`src/rtl/mips32_pkg.sv`:
```
// mips32_pkg: shared MIPS32 opcodes, instruction-type codes and fetch-stage types
package mips32_pkg;
    localparam logic [5:0] OP_ADD  = 6'd0;
    localparam logic [5:0] OP_SUB  = 6'd1;
    localparam logic [5:0] OP_AND  = 6'd2;
    localparam logic [5:0] OP_OR   = 6'd3;
    localparam logic [5:0] OP_XOR  = 6'd4;
    localparam logic [5:0] OP_SLL  = 6'd5;
    localparam logic [5:0] OP_SRL  = 6'd6;
    localparam logic [5:0] OP_SLT  = 6'd7;
    localparam logic [5:0] OP_ADDI = 6'd8;
    localparam logic [5:0] OP_SUBI = 6'd9;
    localparam logic [5:0] OP_LW   = 6'd10;
    localparam logic [5:0] OP_SW   = 6'd11;
    localparam logic [5:0] OP_BEQZ = 6'd12;
    localparam logic [5:0] OP_HLT  = 6'd63;

    typedef enum logic [2:0] {RR_ALU, RM_ALU, LOAD, STORE, BRANCH, HALT} instr_type_t;

    typedef enum logic [1:0] {IDLE, REQ, DISCARD} fetch_state_t;

    typedef struct packed {
        logic [31:0] ir;
        logic [31:0] npc;
    } fetch_entry_t;
endpackage

```
`src/rtl/mips32_sync_fifo.sv`:
```
// mips32_sync_fifo: synchronous FIFO with push, pop and flush
// Ports: clk, rst (sync, active-high), push/wdata, pop/rdata (head, zero when empty),
//        flush (clears contents, wins over push/pop), count, full, empty.
module mips32_sync_fifo #(
    parameter int DEPTH = 4,
    parameter int W = 64,
    localparam int AW = $clog2(DEPTH),
    localparam int CW = AW + 1
) (
    input  logic          clk,
    input  logic          rst,
    input  logic          push,
    input  logic [W-1:0]  wdata,
    input  logic          pop,
    input  logic          flush,
    output logic [W-1:0]  rdata,
    output logic [CW-1:0] count,
    output logic          full,
    output logic          empty
);
    logic [W-1:0] mem [DEPTH];
    logic [AW-1:0] wr_ptr, rd_ptr;
    logic do_push, do_pop;

    assign do_push = push && !full && !flush;
    assign do_pop = pop && !empty && !flush;
    assign full = count == CW'(DEPTH);
    assign empty = count == '0;
    assign rdata = empty ? '0 : mem[rd_ptr];

    always_ff @(posedge clk) begin
        if (rst || flush) begin
            wr_ptr <= '0;
            rd_ptr <= '0;
            count <= '0;
        end else begin
            if (do_push) wr_ptr <= wr_ptr + AW'(1);
            if (do_pop) rd_ptr <= rd_ptr + AW'(1);
            count <= count + CW'(do_push) - CW'(do_pop);
        end
    end

    always_ff @(posedge clk)
        if (do_push) mem[wr_ptr] <= wdata;
endmodule

```
`src/rtl/mips32_fetch_queue.sv`:
```
// mips32_fetch_queue: instruction-fetch front end feeding the ID stage
// Ports: clk, rst (sync, active-high);
//        imem_req/imem_addr/imem_ack/imem_rdata: word-read handshake to instruction memory;
//        redirect_valid/redirect_pc: taken-branch flush from EX; halt: stop new issues;
//        id_valid/id_ready/id_ir/id_npc: buffered instruction and fetch address + 1 to ID.
module mips32_fetch_queue
    import mips32_pkg::*;
#(
    parameter int DEPTH = 4,
    parameter int ADDR_W = 10,
    parameter logic [31:0] RESET_PC = 32'd0
) (
    input  logic              clk,
    input  logic              rst,
    output logic              imem_req,
    output logic [ADDR_W-1:0] imem_addr,
    input  logic              imem_ack,
    input  logic [31:0]       imem_rdata,
    input  logic              redirect_valid,
    input  logic [31:0]       redirect_pc,
    input  logic              halt,
    output logic              id_valid,
    input  logic              id_ready,
    output logic [31:0]       id_ir,
    output logic [31:0]       id_npc
);
    localparam int CW = $clog2(DEPTH) + 1;

    fetch_state_t state, state_nxt;
    logic [31:0] pc, pc_nxt;
    logic [ADDR_W-1:0] old_addr;
    logic push, pop, flush, full, empty;
    logic [CW-1:0] count;
    fetch_entry_t wentry, head;

    assign pop = id_valid && id_ready;
    assign imem_req = state != IDLE;
    // A discarded request keeps presenting the address it was issued with.
    assign imem_addr = state == DISCARD ? old_addr : pc[ADDR_W-1:0];
    assign wentry = '{ir: imem_rdata, npc: pc + 32'd1};
    assign id_valid = !empty;
    assign id_ir = head.ir;
    assign id_npc = head.npc;

    mips32_sync_fifo #(.DEPTH(DEPTH), .W($bits(fetch_entry_t))) u_fifo (
        .clk(clk),
        .rst(rst),
        .push(push),
        .wdata(wentry),
        .pop(pop),
        .flush(flush),
        .rdata(head),
        .count(count),
        .full(full),
        .empty(empty)
    );

    always_comb begin
        state_nxt = state;
        pc_nxt = pc;
        push = 1'b0;
        flush = 1'b0;
        case (state)
            IDLE:
                if (redirect_valid) begin
                    pc_nxt = redirect_pc;
                    flush = 1'b1;
                end else if (!halt && !full) state_nxt = REQ;
            REQ:
                if (redirect_valid) begin
                    pc_nxt = redirect_pc;
                    flush = 1'b1;
                    state_nxt = !imem_ack ? DISCARD : halt ? IDLE : REQ;
                end else if (imem_ack) begin
                    push = 1'b1;
                    pc_nxt = pc + 32'd1;
                    // Keep issuing only if the FIFO will still have room after this push.
                    state_nxt = (!halt && (pop || count < CW'(DEPTH - 1))) ? REQ : IDLE;
                end
            DISCARD: begin
                if (redirect_valid) begin
                    pc_nxt = redirect_pc;
                    flush = 1'b1;
                end
                if (imem_ack) state_nxt = IDLE;
            end
            default: state_nxt = IDLE;
        endcase
    end

    always_ff @(posedge clk) begin
        if (rst) begin
            state <= IDLE;
            pc <= RESET_PC;
            old_addr <= RESET_PC[ADDR_W-1:0];
        end else begin
            state <= state_nxt;
            pc <= pc_nxt;
            old_addr <= imem_addr;
        end
    end
endmodule

```
`config.mk`:
```
export PLATFORM = sky130hd
export DESIGN_NAME = mips32_fetch_queue
export DESIGN_NICKNAME = d
export VERILOG_FILES = /design/src/rtl/mips32_pkg.sv /design/src/rtl/mips32_sync_fifo.sv /design/src/rtl/mips32_fetch_queue.sv
export SDC_FILE = /design/constraint.sdc
export NUM_CORES = 1
export LEC_CHECK = 0
export CAP_MARGIN = 30
export CORE_ASPECT_RATIO = 0.8
export CORE_MARGIN = 8
export CORE_UTILIZATION = 45
export DETAILED_ROUTE_END_ITERATION = 8
export HOLD_SLACK_MARGIN = 0.03
export PLACE_DENSITY_LB_ADDON = 0.1
export SLEW_MARGIN = 40
export SYNTH_ARGS = -nofsm -noshare
export SYNTH_HDL_FRONTEND = slang
export SYNTH_SLANG_ARGS = --single-unit
export TNS_END_PERCENT = 30
```
`constraint.sdc`:
```
create_clock -name clk -period 3.76 [get_ports clk]
set_input_delay 0.376 -clock clk [delete_from_list [all_inputs] [get_ports clk]]
set_output_delay 0.376 -clock clk [all_outputs]
set_load 0.01 [all_outputs]
```
==> impl_metrics.toml <==
[timing]
period_minus_slack_ps = 3127
worst_slew_pin_slew_ps = 799.7
fin_tns_setup_ps = 0
rsz0062_at_grt = "no"
skew_ps = 10.75
fmax_mhz = 319.8
finalHoldViolCount = 0
timing.slew.headroom = 0.4669
fin_crit_sh = 0.8317
maxSlewViolCount = 0
finalSetupViolations = 0

[global_routing]
grt_usage = 0.1702
grt_overflow = 0
grt_max_degree = 65
first_global_vias = 7556
antenna_found_initial = 0
grt_pass1_wl_mm = 46.17

[clock_network]
postCtsResizedCells = 0
cts_tree = "built"
h-tree-depth = 1
holdBufCountCts = 0
clock_latency_ps = 540
clk_path_buf_depth = 3
cts_buffers = 30
clkSlewWorstSetupHoldPaths_ps = 60
post_cts.repair.setup_buffers = 0
cts-root-buf = "clkbuf_16"
cts.sink_count = 309

[finish]
drive_gt1_frac = 0.1600
insertedDiodeCount = 0
syn_to_final_growth_pct = 21.97
fin_nets = 1055
utilization = 0.5512

[synth]
ys_types = 59
synthesis.nets = 917
syn-cell-area_um2 = 13110
yosysMostFrequentCell = "edfxtp_1"
synth_top_cell_area_share = 0.5864
synth-async-reset-ratio = 0
synth_common_cells = "edfxtp_1 (256), and2_1 (68), mux4_2 (64)"
ys_dominant_reg_cell = "edfxtp_1"
synth.area.top_cells = "edfxtp_1 (59%), mux4_2 (11%), dfxtp_1 (8.1%)"
syn_inst = 838
ys_seq_area_frac = 0.6674
ys_warn_count = 0
synth_edf_count = 256
synth-seq-cells = 309
synth.avg_cell_area_um2 = 15.64
synth_area_leader_cell = "edfxtp_1"

[die]
die_x_um = 206.8
io_pins = 146
initial_core_util = 0.4519
rows = 56
core_region_area_um2 = 29010
die_h_um = 168.7
fp.dieArea_um2 = 34880

[detailed_routing]
drtIter0Drc = 504
drtAntennaViolNets = 0
firstDrtPassIters = 5
vias_per_cell = 5.466
drc_errors = 0
vias = 7526
drt_wl_total_mm = 29.60
wl_per_cell_um = 21.50

[place]
dp_hpwl_mm = 19.67
io_buffer_count = 145
gp_congestion = 0.8350

[critical_path]
crit_type = "flip-flop to output pin"
critPathMaxFanout = 22
required_ps = 3380
critical_path.endpoint_type = "output pin"
worstPathArrival_ps = 2750
cp-start-kind = "flip-flop"

[job]
drv_cap = 0

[worst_hold_path]
hp-class = "primary input to flip-flop"

[power]
vdd_drop_max_mv = 0.3682
powerDensity_nw_per_um2 = 440.5
leakage_nw = 5.231

[outcome]
status = "finished, final reports clean"
## final timing paths
check                                       from                 to  slack [ps]  cells past startpoint
worst max-delay path                   flip-flop         id_npc[25]         630                      4
worst min-delay path                         rst             pc[13]         300                      2
worst max register to register             pc[1]  u_fifo.mem[3][22]        1180                      6
worst min register to register  u_fifo.rd_ptr[1]   u_fifo.rd_ptr[1]         530                      2
## state kept, by name, indices dropped and copies added (netlist names), named ones only
name and cells:
old_addr 10, pc 32, state 2, u_fifo.count 3, u_fifo.mem 256, u_fifo.rd_ptr 2
u_fifo.wr_ptr 2
## final cells by class
cell class	count	area, um^2
clock buffers	36	773.2
repair buffers	164	1664
clock inverters	20	188.9
well taps	377	471.7
flip-flops and latches	309	8756
multi-input cells	457	4083
inverters	14	52.55
fillers	2330	13020
## worst max-delay path, cell delays in order, from the launching register on
cell and delay [ps]:
dfxtp_4 640, buf_4 320, mux4_2 550, and2_1 190, clkdlybuf4s50_1 490
## per-layer routing
metal,global-route usage,vias to the layer above,routed length [um]
met4,0.02326,0,286
met2,0.2595,204,13450
met5,0,-,0
met3,0.03286,24,1735
li1,-,3519,-
met1,0.2565,3779,14130
## power by group
group / switching [W] / internal [W] / leakage (nW)
Combinational: 0.000176 / 0.000171 / 2.01
Clock: 0.00122 / 0.00168 / 0.463
Sequential: 0.0000517 / 0.00375 / 2.76
## layout by cell type, fill, tap and decap left out, types with 7 or more instances in the layout
cell / netlist / layout
mux4_2: 64 / 64
o22ai_1: 8 / 8
clkbuf_16: 0 / 30
a21oi_1: 25 / 24
dfxtp_1: 53 / 51
xnor2_1: 18 / 18
clkinv_1: 0 / 8
o21ai_0: 19 / 19
inv_1: 14 / 14
nor3_1: 12 / 12
a22oi_1: 8 / 8
clkdlybuf4s50_1: 0 / 144
ha_1: 8 / 8
nand2_1: 28 / 28
xor2_1: 16 / 16
nand3_1: 14 / 14
nor2_1: 44 / 44
a32oi_1: 10 / 10
and4_1: 7 / 7
mux2i_1: 9 / 9
and2_1: 68 / 64
buf_4: 0 / 13
nor2b_1: 13 / 13
mux2_2: 11 / 11
edfxtp_1: 256 / 256
## stage by stage
step	hold WS, ps	power (W)	worst slack, ps	std cells	area (um^2)
5_1_grt	296.2	0.007276	467.1	1377	15990
3_3_place_gp	529.6	0.004214	922.1	1321	15030
2_1_floorplan	455.3	0.004028	594.2	838	13110
3_5_place_dp	517.4	0.004217	868.6	1321	15030
4_1_cts	271.7	0.007120	529.6	1377	15990
6_report	303.1	0.007044	632.7	1377	15990
## kinds of logic after synthesis
kind of cell / synth area share
AO/OA/AOI/OAI: 0.05011
AND/OR/NAND/NOR: 0.1017
buffers and inverters: 0.02262
flip-flops: 0.6674
XOR/XNOR: 0.02272
adder cells (fa/ha/maj): 0.009163
multiplexers: 0.1263
(Power assumes the default switching activity.)
